[src/rtl/traffic_phase_sequencer.sv]
// Two-road intersection phase sequencer: walks MG/MY/AR1/SG/SY/AR2 on a one-second
// strobe, holds main green until a side request is latched, and supports night flashing.
module traffic_phase_sequencer #(
    parameter int T_MAIN_GREEN = 19,
    parameter int T_SIDE_GREEN = 14,
    parameter int T_YELLOW     = 4,
    parameter int T_ALL_RED    = 2
) (
    input  logic       clk,
    input  logic       rst,
    input  logic       secTick,
    input  logic       sideReq,
    input  logic       nightMode,
    output logic [2:0] mainLight,
    output logic [2:0] sideLight,
    output logic [4:0] lightTime,
    output logic [2:0] phase
);

    typedef enum logic [2:0] {
        MG  = 3'd0,
        MY  = 3'd1,
        AR1 = 3'd2,
        SG  = 3'd3,
        SY  = 3'd4,
        AR2 = 3'd5,
        FL  = 3'd6
    } phase_t;

    localparam logic [4:0] LT_MAIN_GREEN = 5'(T_MAIN_GREEN);
    localparam logic [4:0] LT_SIDE_GREEN = 5'(T_SIDE_GREEN);
    localparam logic [4:0] LT_YELLOW     = 5'(T_YELLOW);
    localparam logic [4:0] LT_ALL_RED    = 5'(T_ALL_RED);

    // Lamp vectors are {red, yellow, green}.
    localparam logic [2:0] LAMP_RED = 3'b100;
    localparam logic [2:0] LAMP_YEL = 3'b010;
    localparam logic [2:0] LAMP_GRN = 3'b001;
    localparam logic [2:0] LAMP_OFF = 3'b000;

    phase_t     state_q, state_nxt;
    logic [4:0] cnt_q, cnt_nxt;
    logic       req_latch, req_nxt;
    logic       flash_on, flash_nxt;
    logic [2:0] main_q, main_nxt;
    logic [2:0] side_q, side_nxt;

    // State register; lamps are registered from the next-state decode so every
    // output comes straight off a flop.
    always_ff @(posedge clk) begin
        // NOTE: sequential state uses non-blocking assignments so all flops update
        // together from values sampled before the edge.
        if (rst) begin
            state_q   <= MG;
            cnt_q     <= LT_MAIN_GREEN;
            req_latch <= 1'b0;
            flash_on  <= 1'b0;
            main_q    <= LAMP_GRN;
            side_q    <= LAMP_RED;
        end else begin
            state_q   <= state_nxt;
            cnt_q     <= cnt_nxt;
            req_latch <= req_nxt;
            flash_on  <= flash_nxt;
            main_q    <= main_nxt;
            side_q    <= side_nxt;
        end
    end

    // Next-state logic: only secTick cycles move the phase or the countdown.
    always_comb begin
        // NOTE: every variable gets a default first so no path leaves it unassigned,
        // which would otherwise infer a latch.
        state_nxt = state_q;
        cnt_nxt   = cnt_q;
        flash_nxt = flash_on;
        req_nxt   = req_latch | sideReq;

        if (secTick) begin
            if (nightMode) begin
                state_nxt = FL;
                cnt_nxt   = 5'd0;
                flash_nxt = (state_q == FL) ? ~flash_on : 1'b1;
            end else if (state_q == FL) begin
                state_nxt = AR2;
                cnt_nxt   = LT_ALL_RED;
                flash_nxt = 1'b0;
            end else if (cnt_q != 5'd0) begin
                cnt_nxt = cnt_q - 5'd1;
            end else begin
                unique case (state_q)
                    MG: begin
                        if (req_latch) begin
                            state_nxt = MY;
                            cnt_nxt   = LT_YELLOW;
                        end else begin
                            cnt_nxt = LT_MAIN_GREEN;
                        end
                    end
                    MY: begin
                        state_nxt = AR1;
                        cnt_nxt   = LT_ALL_RED;
                    end
                    AR1: begin
                        state_nxt = SG;
                        cnt_nxt   = LT_SIDE_GREEN;
                    end
                    SG: begin
                        state_nxt = SY;
                        cnt_nxt   = LT_YELLOW;
                    end
                    SY: begin
                        state_nxt = AR2;
                        cnt_nxt   = LT_ALL_RED;
                    end
                    default: begin
                        state_nxt = MG;
                        cnt_nxt   = LT_MAIN_GREEN;
                    end
                endcase
            end
        end

        // Serving the side road consumes the request; a fresh sideReq on that same edge is dropped.
        if (state_nxt == SG && state_q != SG) begin
            req_nxt = 1'b0;
        end
    end

    // Lamp decode of the upcoming phase, so the lamp flops change with the phase flops.
    always_comb begin
        main_nxt = LAMP_RED;
        side_nxt = LAMP_RED;
        unique case (state_nxt)
            MG: begin
                main_nxt = LAMP_GRN;
                side_nxt = LAMP_RED;
            end
            MY: begin
                main_nxt = LAMP_YEL;
                side_nxt = LAMP_RED;
            end
            SG: begin
                main_nxt = LAMP_RED;
                side_nxt = LAMP_GRN;
            end
            SY: begin
                main_nxt = LAMP_RED;
                side_nxt = LAMP_YEL;
            end
            FL: begin
                main_nxt = flash_nxt ? LAMP_YEL : LAMP_OFF;
                side_nxt = flash_nxt ? LAMP_YEL : LAMP_OFF;
            end
            default: begin
                main_nxt = LAMP_RED;
                side_nxt = LAMP_RED;
            end
        endcase
    end

    assign phase     = state_q;
    assign lightTime = cnt_q;
    assign mainLight = main_q;
    assign sideLight = side_q;

endmodule

[config.mk]
export PLATFORM = sky130hd
export DESIGN_NAME = traffic_phase_sequencer
export DESIGN_NICKNAME = d
export VERILOG_FILES = /design/src/rtl/traffic_phase_sequencer.sv
export SDC_FILE = /design/constraint.sdc
export NUM_CORES = 1
export LEC_CHECK = 0
export CAP_MARGIN = 40
export CORE_ASPECT_RATIO = 1.1
export CORE_MARGIN = 3
export CORE_UTILIZATION = 44
export DETAILED_ROUTE_END_ITERATION = 16
export PLACE_DENSITY = 0.75
export SKIP_LAST_GASP = 1
export SYNTH_ARGS = -nofsm -noshare
export SYNTH_HDL_FRONTEND = slang
export SYNTH_SLANG_ARGS = --single-unit
[constraint.sdc]
create_clock -name clk -period 2 [get_ports clk]
set_input_delay 0.6 -clock clk [delete_from_list [all_inputs] [get_ports clk]]
set_output_delay 0.6 -clock clk [all_outputs]
set_load 0.03 [all_outputs]
# After elaboration in Yosys (flattened, before gate mapping)
# Index checks and enable logic that the tools add are counted.
[word_totals] output_inout_bits=14 word_cells=43 inputBits=5 regBits=16
[op_classes] n_eq_ne=10 bitwise=2 reduce_logical=6 mux=18 addsub=1
[ops] cell="two-way mux 5 bit" n=4
[ops] cell="one-hot mux 5 bit (4 select lines)" n=1
[ops] cell="one-hot mux 3 bit (3 select lines)" n=2
[ops] cell="two-way mux 3 bit" n=5
[ops] cell="one-hot mux 3 bit (5 select lines)" n=1
[ops] cell="== test 3 bit (second input constant)" n=4
[ops] cell="== test 3 x 2 -> 1 bit (second input constant)" n=3
[ops] cell="== test 3 x 1 -> 1 bit (second input constant)" n=2
[ops] cell="zero test 3 bit" n=2
[ops] cell="nonzero test 5 bit" n=1
[ops] cell="subtractor 5 x 1 -> 5 bit (second input constant)" n=1
[ops] cell="two-way mux 1 bit" n=4
[ops] cell="OR reduction 2 bit" n=2
[ops] cell="!= test 3 x 2 -> 1 bit (second input constant)" n=1
[ops] cell="two-way mux 2 bit" n=1
[ops] cell="logical AND 1 bit" n=1
[ops] cell="NOT 1 bit" n=1
[ops] cell="OR 1 bit" n=1

# Depth between registers and ports, before layout
# Gate-level depths: netlist of the first run.
[depth] ltp_word=9 depth_mapped=8 depth_no_buf=7

# Worst setup path after synthesis of the first run
# No wires, ideal clock.
[synth_path] path_kind="flip-flop to flip-flop" start="register cnt_q[0], in the netlist lightTime[0]" end="register req_latch" setup_slack_ns=-0.296 stages_incl_launch_ff=9 required_ns=1.885 n_path_buf=1 t_arrival_ns=2.182 period_less_slack_ns=2.296 setup_time_ns=0.115 path_cell_list="dfxtp_1 > inv_1 > ha_1 > or4b_4 > buf_6 > a211oi_2 > o22ai_2 > or3_4 > o21a_1"
[synth_via] elab_chain_cells=8
[synth_rtl] item="from (decl)" line_no="42" source="logic [4:0] cnt_q, cnt_nxt;"
[synth_rtl] item="from (signal assigned)" line_no="62" source="cnt_q <= cnt_nxt;"
[synth_rtl] item="nonzero test 5 bit" line_no="88" source="end else if (cnt_q != 5'd0) begin"
[synth_rtl] item="two-way mux 3 bit" line_no="88"
[synth_rtl] item="two-way mux 3 bit" line_no="84" source="end else if (state_q == FL) begin"
[synth_rtl] item="two-way mux 3 bit" line_no="80" source="if (nightMode) begin"
[synth_rtl] item="two-way mux 3 bit" line_no="79" source="if (secTick) begin"
[synth_rtl] item="== test 3 x 2 -> 1 bit" line_no="125" source="if (state_nxt == SG && state_q != SG) begin"
[synth_rtl] item="logical AND 1 bit" line_no="125"
[synth_rtl] item="OR reduction 2 bit (no source line)"
[synth_rtl] item="to (signal assigned)" line_no="63" source="req_latch <= req_nxt;"
[synth_rtl] item="to (decl)" line_no="43" source="logic req_latch, req_nxt;"
# Every way passes these cells.
# A chain may end at the register's enable or synchronous reset.

# Final worst setup path of the first run
[layout_path] start="register cnt_q[1], in the netlist lightTime[1]" end="register req_latch"
# The elaborated chain is that of the path after synthesis.

==> results by group, run 1 <==
Worst setup path
  – Critical path, cell by cell: inv_4, ha_4, or4b_4, o21ai_4, o311ai_4, or3_4, o21a_1
  – WP data arrival: 2.30 ns
  – R2r setup slk: -0.09 ns
  – Critical path's slowest cell: or4b_4
  – CP startpoint kind: flip-flop
  – Launching point of the worst reg2reg path: lightTime[1]
  – Buf/Inv on CP: 1
  – Crit-path max FO: 6
  – R2r endpoint: req_latch
  – Reg2Reg Depth: 7
  – Critical path's top delay family: simple AND/OR/NAND/NOR gates
  – Critical path's largest stage delay: 0.54 ns
  – CP required: 2.20 ns
  – Crit path kind: flip-flop to flip-flop
  – Levels on crit path: 7
  – Setup crit end kind: flip-flop

STA
  – Peak Freq: between 400 and 500 MHz
  – Final setup fails: 8
  – RSZ-0062 raised after global routing: yes
  – Fin crit share: 1.05
  – Clock period minus final worst setup slack: ~2.1 ns
  – Rel. slew slack: 0.751
  – Pins Over Slew Limit: 0
  – Fin Clk Skew: 0.00846 ns
  – Final Hold Vio Count: 0
  – Final setup margin: -0.0938 ns
  – Final hold slack: 0.612 ns
  – Worst-Margin Slew: ~0.37 ns

Yosys
  – Ys async rst share: 0
  – Synthesis Warnings: 0
  – Avg Synthesized Cell Area: 8.54 um^2
  – Mapped Nets: 110
  – Yosys cell types: 42
  – Post-synthesis cell area: 880 um^2
  – Ys flop type: dfxtp_1
  – Sequential share of the synthesized area: 0.364
  – Post-synth EDFFs: 0
  – #FFs+latches synth: 16
  – Post-Synthesis Cells: about 100

Routing
  – Routed vias: 1006
  – Overall routed net length: approximately 2.8 mm
  – Drt first pass iters: 4
  – Drt via density: 5.59
  – Initial DRC Count: 29
  – WL per Instance: 15.7 um
  – Drt drc: 0
  – Post-DRT Antenna Nets: 0

Pwr
  – Power Total: 0.802 mW
  – Leakage: 0.644 nW
  – Maximum vdd ir drop: 0.569 mV
  – Clock network power share: 0.241
  – Switching power: 0.272 mW
  – Pwr/cell area: 556 nW/um^2
  – Sw Ratio: 0.339
  – Flop pwr share: 0.440
  – Pint: 0.531 mW
  – Comb pwr share: 0.319

Clock tree
  – Root Buffer Master: clkbuf_4
  – Reg clk slew, reported paths: 0.10 ns
  – Clock Tree Buf Depth: 2
  – CTS tree: yes
  – H-tree level count: 1
  – Hold_buf cts: 0
  – CTS Sinks: 16
  – CTS Buf Count: 3
  – Clock Latency Late Sink: 0.31 ns

Cells and area
  – Area growth syn-to-layout: 64.2%
  – Final net count: 161
  – Multi-input logic area: 599 um^2
  – Fill cell count: between 100 and 150
  – Layout cells sized above 1: 0.392
  – Antenna cell count: 0
  – Final Util: 0.784
  – Seq. cell area: 328 um^2
  – Fin cells: 180

Global route
  – Total grt overflow: 0
  – Vias in the first global route: around 1.1k
  – Initial antenna violation count: 0
  – First-pass GRT wire length: approximately 4.5 mm
  – Largest net degree at the start of global routing: 17
  – Total Routing Usage GR: 0.232

Floorplan
  – Die Height: 52.9 um
  – Die ar.: about 2600 um^2
  – Chip width: 48.6 um
  – Total core area: around 1800 um^2
  – Initial Util: 0.478
  – FP Rows: 16
  – Top Ports: 19

Hold path
  – Hold Crit Endpoint: lightTime[1]
  – Worst Hold Class: flip-flop to flip-flop
  – Hold Path Cell Cnt: 2
  – Min-delay src: lightTime[1]

Placement
  – Port Buffers: 18
  – Final HPWL DP: 1.95 mm
  – Gpl congestion: 0.876
  – Inst Count DP: about 170

Run status
  – Status: complete, but fails checks
  – Failing checks: negative setup slack

Job
  – Max Cap Viol: 0
-- cells in the final DEF, fill, tap and decap left out, types with 2 or more instances in the layout --
master / count
nor3_1: 2
a221o_1: 2
clkdlybuf4s50_1: 10
a22oi_1: 2
o31ai_1: 2
a21oi_1: 5
buf_4: 33
clkbuf_4: 3
inv_4: 2
nor2_1: 11
nand2b_1: 3
dlygate4sd2_1: 8
inv_1: 4
a21o_1: 3
dfxtp_4: 2
nand4_1: 2
nand2_1: 7
dfxtp_1: 14
nor2b_1: 3
a211oi_2: 2
-- timing repair --
action | in CTS | in global routing
pin swaps | 6 | 5
setup buffers | 4 | 5
cloned | 0 | 0
setup endpoints to repair | 14 | 11
resized for setup | 13 | 10
-- through the flow --
stage / TNS (ns) / setup slack, ns / area [um^2]
2_1_floorplan: -0.337 / -0.130 / 920
5_1_grt: -1.07 / -0.150 / 1440
4_1_cts: -0.305 / -0.0812 / 1360
3_5_place_dp: -3.21 / -0.424 / 1290
3_3_place_gp: -2.48 / -0.351 / 1290
6_report: -0.418 / -0.0938 / 1440
-- cells by family (layout without fill, tap and decap cells) --
logic type | Yosys count | count (layout) | synth area share
AOI/OAI and AO/OA | 30 | 30 | 0.270
DFF | 16 | 16 | 0.364
xor gates and xnor gates | 1 | 1 | 0.00996
adders and majority gates | 2 | 2 | 0.0284
and+or+nand+nor | 41 | 41 | 0.255
muxes | 1 | 1 | 0.0114
buffers and inverters | 12 | 62 | 0.0612
-- cells in the mapped netlist (2+ instances only) --
master,n,share of area
nand3_1,2,0.011
a22oi_1,2,0.017
nand2b_1,3,0.021
nand4_1,2,0.014
a221o_1,2,0.023
nor3_1,3,0.017
ha_1,2,0.028
nor2b_1,3,0.021
o41ai_1,2,0.020
o31ai_1,2,0.017
nor2_1,12,0.051
a21oi_1,6,0.034
inv_1,6,0.026
nand2_1,8,0.034
dfxtp_1,16,0.36
a21o_1,3,0.026
clkbuf_1,3,0.013
and3_1,2,0.014
-- routing by layer --
metal | up-vias | GRT usage | part of all wire
met2 | 47 | 0.437 | 0.53
met5 | - | 0 | 0
met1 | 467 | 0.216 | 0.37
met4 | 0 | 0.185 | 0.038
li1 | 476 | - | -
met3 | 16 | 0.0592 | 0.060
-- sequential cells by signal (all words and copies together), names as in the netlist --
signal / flops
mainLight: 3
lightTime: 5
flash_on: 1
phase: 3
sideLight: 3
req_latch: 1
-- tightest hold or removal path, stage by stage (launching register included) --
cell and delay, ns:
dfxtp_4 0.37, buf_4 0.11, a211o_1 0.11
-- power groups by stage --
stage	clock, mW	combinational (mW)	sequential (mW)
after floorplan	0	0.0921	0.393
after global placement	0	0.219	0.358
after detailed placement	0	0.225	0.359
after CTS	0.194	0.233	0.353
after global routing	0.208	0.276	0.355
final	0.193	0.256	0.353
-- how the worst max path moves through the flow --
stage	startpoint	to	slack, ns
2_1_floorplan	lightTime[0]	req_latch	-0.13
3_3_place_gp	secTick	mainLight[1]	-0.35
3_5_place_dp	secTick	mainLight[1]	-0.42
4_1_cts	lightTime[1]	mainLight[1]	-0.08
5_1_grt	lightTime[1]	req_latch	-0.15
6_report	lightTime[1]	req_latch	-0.09
-- cell type report --
| class | count | share of cell area |
|---|---|---|
| inverter | 6 | 0.0191 |
| tap | 27 | 0.0234 |
| multi-input combinational | 75 | 0.415 |
| sequential | 16 | 0.227 |
| clock buffer | 3 | 0.0156 |
| timing repair buffer | 52 | 0.297 |
| clock inverter | 1 | 0.00260 |
No activity file was read; power rests on OpenSTA's default activity.
==> run 2, diff against run 1 <==
--- a/config.mk
+++ b/config.mk
@@ -10,6 +10,7 @@
 export CORE_MARGIN = 3
 export CORE_UTILIZATION = 44
 export DETAILED_ROUTE_END_ITERATION = 16
+export HOLD_SLACK_MARGIN = 0.03
 export PLACE_DENSITY = 0.75
 export SKIP_LAST_GASP = 1
 export SYNTH_ARGS = -nofsm -noshare
==> results of run 2 <==
Same layout as run 1: the final DEF is identical, and so are final timing and power.
==> run 3, diff against run 2 <==
--- a/config.mk
+++ b/config.mk
@@ -5,14 +5,17 @@
 export SDC_FILE = /design/constraint.sdc
 export NUM_CORES = 1
 export LEC_CHECK = 0
+export ABC_AREA = 0
 export CAP_MARGIN = 40
 export CORE_ASPECT_RATIO = 1.1
 export CORE_MARGIN = 3
 export CORE_UTILIZATION = 44
 export DETAILED_ROUTE_END_ITERATION = 16
+export GPL_TIMING_DRIVEN = 0
 export HOLD_SLACK_MARGIN = 0.03
 export PLACE_DENSITY = 0.75
 export SKIP_LAST_GASP = 1
+export SLEW_MARGIN = 20
 export SYNTH_ARGS = -nofsm -noshare
 export SYNTH_HDL_FRONTEND = slang
 export SYNTH_SLANG_ARGS = --single-unit
==> run 3 against run 2 <==
Net effect: the flow still finishes with violations (negative setup slack); flip-flop and latch count unchanged; core utilization down 11 points; setup slack worse by 0.070 ns; combinational power down 20%; first-iteration DRC count up 6.9%; worst hold slack worse by 0.036 ns; clock skew about the same; cell area down 14%; power down 8.3%; global-route usage down 5.8 points; sequential power about the same; critical path type unchanged.
==> results by group, run 3 (same netlist as run 1, synthesis figures left out) <==
Run status
  – Status: complete, but fails checks (unchanged)
  – Failing checks: negative setup slack (unchanged)

Pwr
  – Leakage: 0.528 nW (was 0.644 nW)
  – Flop pwr share: 0.483 (was 0.440)
  – Maximum vdd ir drop: 0.583 mV (was 0.569 mV)
  – Power Total: 0.736 mW (was 0.802 mW)
  – Pwr/cell area: 590 nW/um^2 (was 556 nW/um^2)
  – Clock network power share: 0.240 (was 0.241)
  – Pint: 0.498 mW (was 0.531 mW)
  – Sw Ratio: 0.323 (was 0.339)
  – Comb pwr share: 0.277 (was 0.319)
  – Switching power: 0.237 mW (was 0.272 mW)

Global route
  – Initial antenna violation count: 0 (unchanged)
  – First-pass GRT wire length: 3.48 mm (was 4.49 mm)
  – Largest net degree at the start of global routing: 11 (was 17)
  – Total grt overflow: 0 (unchanged)
  – Total Routing Usage GR: 0.174 (was 0.232)
  – Vias in the first global route: 780 (was 1055)

Cells and area
  – Layout cells sized above 1: 0.242 (was 0.392)
  – Largest register FFs: 5 (unchanged)
  – Fill cell count: 159 (was 130)
  – Antenna cell count: 0 (unchanged)
  – Final Util: 0.677 (was 0.784)
  – Area growth syn-to-layout: 41.8% (was 64.2%)
  – Most common cell after layout, fill and taps aside: dfxtp_1 (was buf_4)
  – Final net count: 140 (was 161)
  – Multi-input logic area: 564 um^2 (was 599 um^2)
  – Seq. cell area: 328 um^2 (unchanged)
  – Most frequent cells in the layout: dfxtp_1 (14), nor2_1 (11), clkdlybuf4s50_1 (10), nand2_1 (8), buf_4 (8) (was buf_4 (33), dfxtp_1 (14), nor2_1 (11), clkdlybuf4s50_1 (10), dlygate4sd2_1 (8))
  – Fin cells: 159 (was 180)

STA
  – RSZ-0062 raised after global routing: yes (unchanged)
  – Fin crit share: 1.08 (was 1.05)
  – Fin Clk Skew: 0.00846 ns (about the same)
  – Final setup margin: -0.163 ns (was -0.0938 ns)
  – Pins Over Slew Limit: 0 (unchanged)
  – Final hold slack: 0.576 ns (was 0.612 ns)
  – Peak Freq: 462 MHz (was 478 MHz)
  – Rel. slew slack: 0.685 (was 0.751)
  – Final Hold Vio Count: 0 (unchanged)
  – Clock period minus final worst setup slack: 2.16 ns (was 2.09 ns)
  – Final setup fails: 9 (was 8)
  – Worst-Margin Slew: 0.471 ns (was 0.373 ns)

Hold path
  – Min-delay src: flash_on (was lightTime[1])
  – Worst Hold Class: flip-flop to flip-flop (unchanged)
  – Hold Crit Endpoint: flash_on (was lightTime[1])
  – Hold Path Cell Cnt: 2 (unchanged)

Routing
  – Overall routed net length: 2.18 mm (was 2.83 mm)
  – Routed length on met2: 1.12 mm (was 1.51 mm)
  – Routed vias: 868 (was 1006)
  – Drt drc: 0 (unchanged)
  – Post-DRT Antenna Nets: 0 (unchanged)
  – Drt via density: 5.46 (was 5.59)
  – Initial DRC Count: 31 (was 29)
  – Top Metal Used: met4 (unchanged)
  – DR WL met3: 101 um (was 170 um)
  – WL per Instance: 13.7 um (was 15.7 um)
  – M1 WL: 927 um (was 1.04 mm)
  – Drt first pass iters: 4 (unchanged)

Floorplan
  – Die Height: 52.9 um (unchanged)
  – Chip width: 48.6 um (unchanged)
  – Total core area: 1840 um^2 (unchanged)
  – Initial Util: 0.478 (unchanged)
  – Top Ports: 19 (unchanged)
  – FP Rows: 16 (unchanged)
  – Die ar.: 2570 um^2 (unchanged)

Worst setup path
  – R2r setup slk: -0.16 ns (was -0.09 ns)
  – WP data arrival: 2.35 ns (was 2.30 ns)
  – R2r endpoint: sideLight[2] (was req_latch)
  – Crit path kind: flip-flop to flip-flop (unchanged)
  – Crit-path max FO: 6 (unchanged)
  – Critical path's largest stage delay: 0.49 ns (was 0.54 ns)
  – Launching point of the worst reg2reg path: lightTime[0] (was lightTime[1])
  – CP startpoint kind: flip-flop (unchanged)
  – Critical path, cell by cell: inv_4, ha_4, or4b_4, buf_8, a211oi_2, o22ai_2, or3_4, a21o_1 (was inv_4, ha_4, or4b_4, o21ai_4, o311ai_4, or3_4, o21a_1)
  – CP required: 2.19 ns (was 2.20 ns)
  – Buf/Inv on CP: 2 (was 1)
  – Critical path's slowest cell: or4b_4 (unchanged)
  – Reg2Reg Depth: 8 (was 7)
  – Setup crit end kind: flip-flop (unchanged)
  – Critical path's top delay family: simple AND/OR/NAND/NOR gates (unchanged)

Clock tree
  – Root Buffer Master: clkbuf_4 (unchanged)
  – CTS tree: yes (unchanged)
  – Reg clk slew, reported paths: 0.09 ns (was 0.10 ns)
  – Clock Latency Late Sink: 0.29 ns (was 0.31 ns)
  – CTS Buf Count: 3 (unchanged)
  – Clock Tree Buf Depth: 2 (unchanged)
  – CTS Sinks: 16 (unchanged)
  – H-tree level count: 1 (unchanged)
  – Hold_buf cts: 0 (unchanged)

Placement
  – Inst Count DP: 146 (was 167)
  – Gpl congestion: 0.845 (was 0.876)
  – Setup WS pre-CTS: -0.298 ns (was -0.424 ns)
  – Final HPWL DP: 1.41 mm (was 1.95 mm)
  – Port Buffers: 16 (was 18)

Job
  – Max Cap Viol: 0 (unchanged)
## run 3: worst max path at each step
stage / startpoint / endpoint / slack (ns) / depth (start not counted)
detailed placement: nightMode / req_latch / -0.30 / 6
CTS: lightTime[0] / mainLight[1] / -0.15 / 7
finish: lightTime[0] / sideLight[2] / -0.16 / 8
floorplan: lightTime[0] / req_latch / -0.13 / 8
global placement: nightMode / req_latch / -0.28 / 6
global route: lightTime[0] / req_latch / -0.23 / 8
## run 3: layer usage
layer,track usage,vias up
met5,0,-
met3,0.0366,6
met4,0.0664,0
met2,0.317,28
li1,-,433
met1,0.200,401
## run 3: timing repair
action | 4_1_cts | 5_1_grt
buffers inserted | 7 | 2
resized for setup | 7 | 10
endpoints found under the hold margin | 0 | 0
endpoints found under the setup margin | 9 | 12
pin swaps | 0 | 5
cloned | 0 | 0
## run 3: power by group through the flow
stage               clock [mW]  sequential [mW]  combinational, mW
CTS                      0.179            0.355              0.189
global placement             0            0.363              0.176
finish                   0.177            0.355              0.204
detailed placement           0            0.363              0.177
floorplan                    0            0.393             0.0921
global route             0.192            0.359              0.222
## run 3: metrics by stage
step	setup TNS, ns	cell area, um^2
after floorplan	-0.337	920
after global routing	-1.60	1250
after detailed placement	-1.30	1110
after CTS	-0.682	1190
after global placement	-1.21	1110
final	-0.763	1250
## run 3: worst register-to-register path: stages, from the launching register on
cell and delay [ns]:
dfxtp_4 0.36, inv_4 0.06, ha_4 0.13, or4b_4 0.49, buf_8 0.16, a211oi_2 0.21, o22ai_2 0.13, or3_4 0.36
a21o_1 0.16
## run 3: final cells by class
cell class | count | share of cell area
Sequential cell | 16 | 0.263
Multi-Input combinational cell | 75 | 0.452
Tap cell | 27 | 0.0271
Inverter | 6 | 0.0221
Clock inverter | 1 | 0.00301
Buffer | 6 | 0.0291
Timing Repair Buffer | 25 | 0.186
Clock buffer | 3 | 0.0181
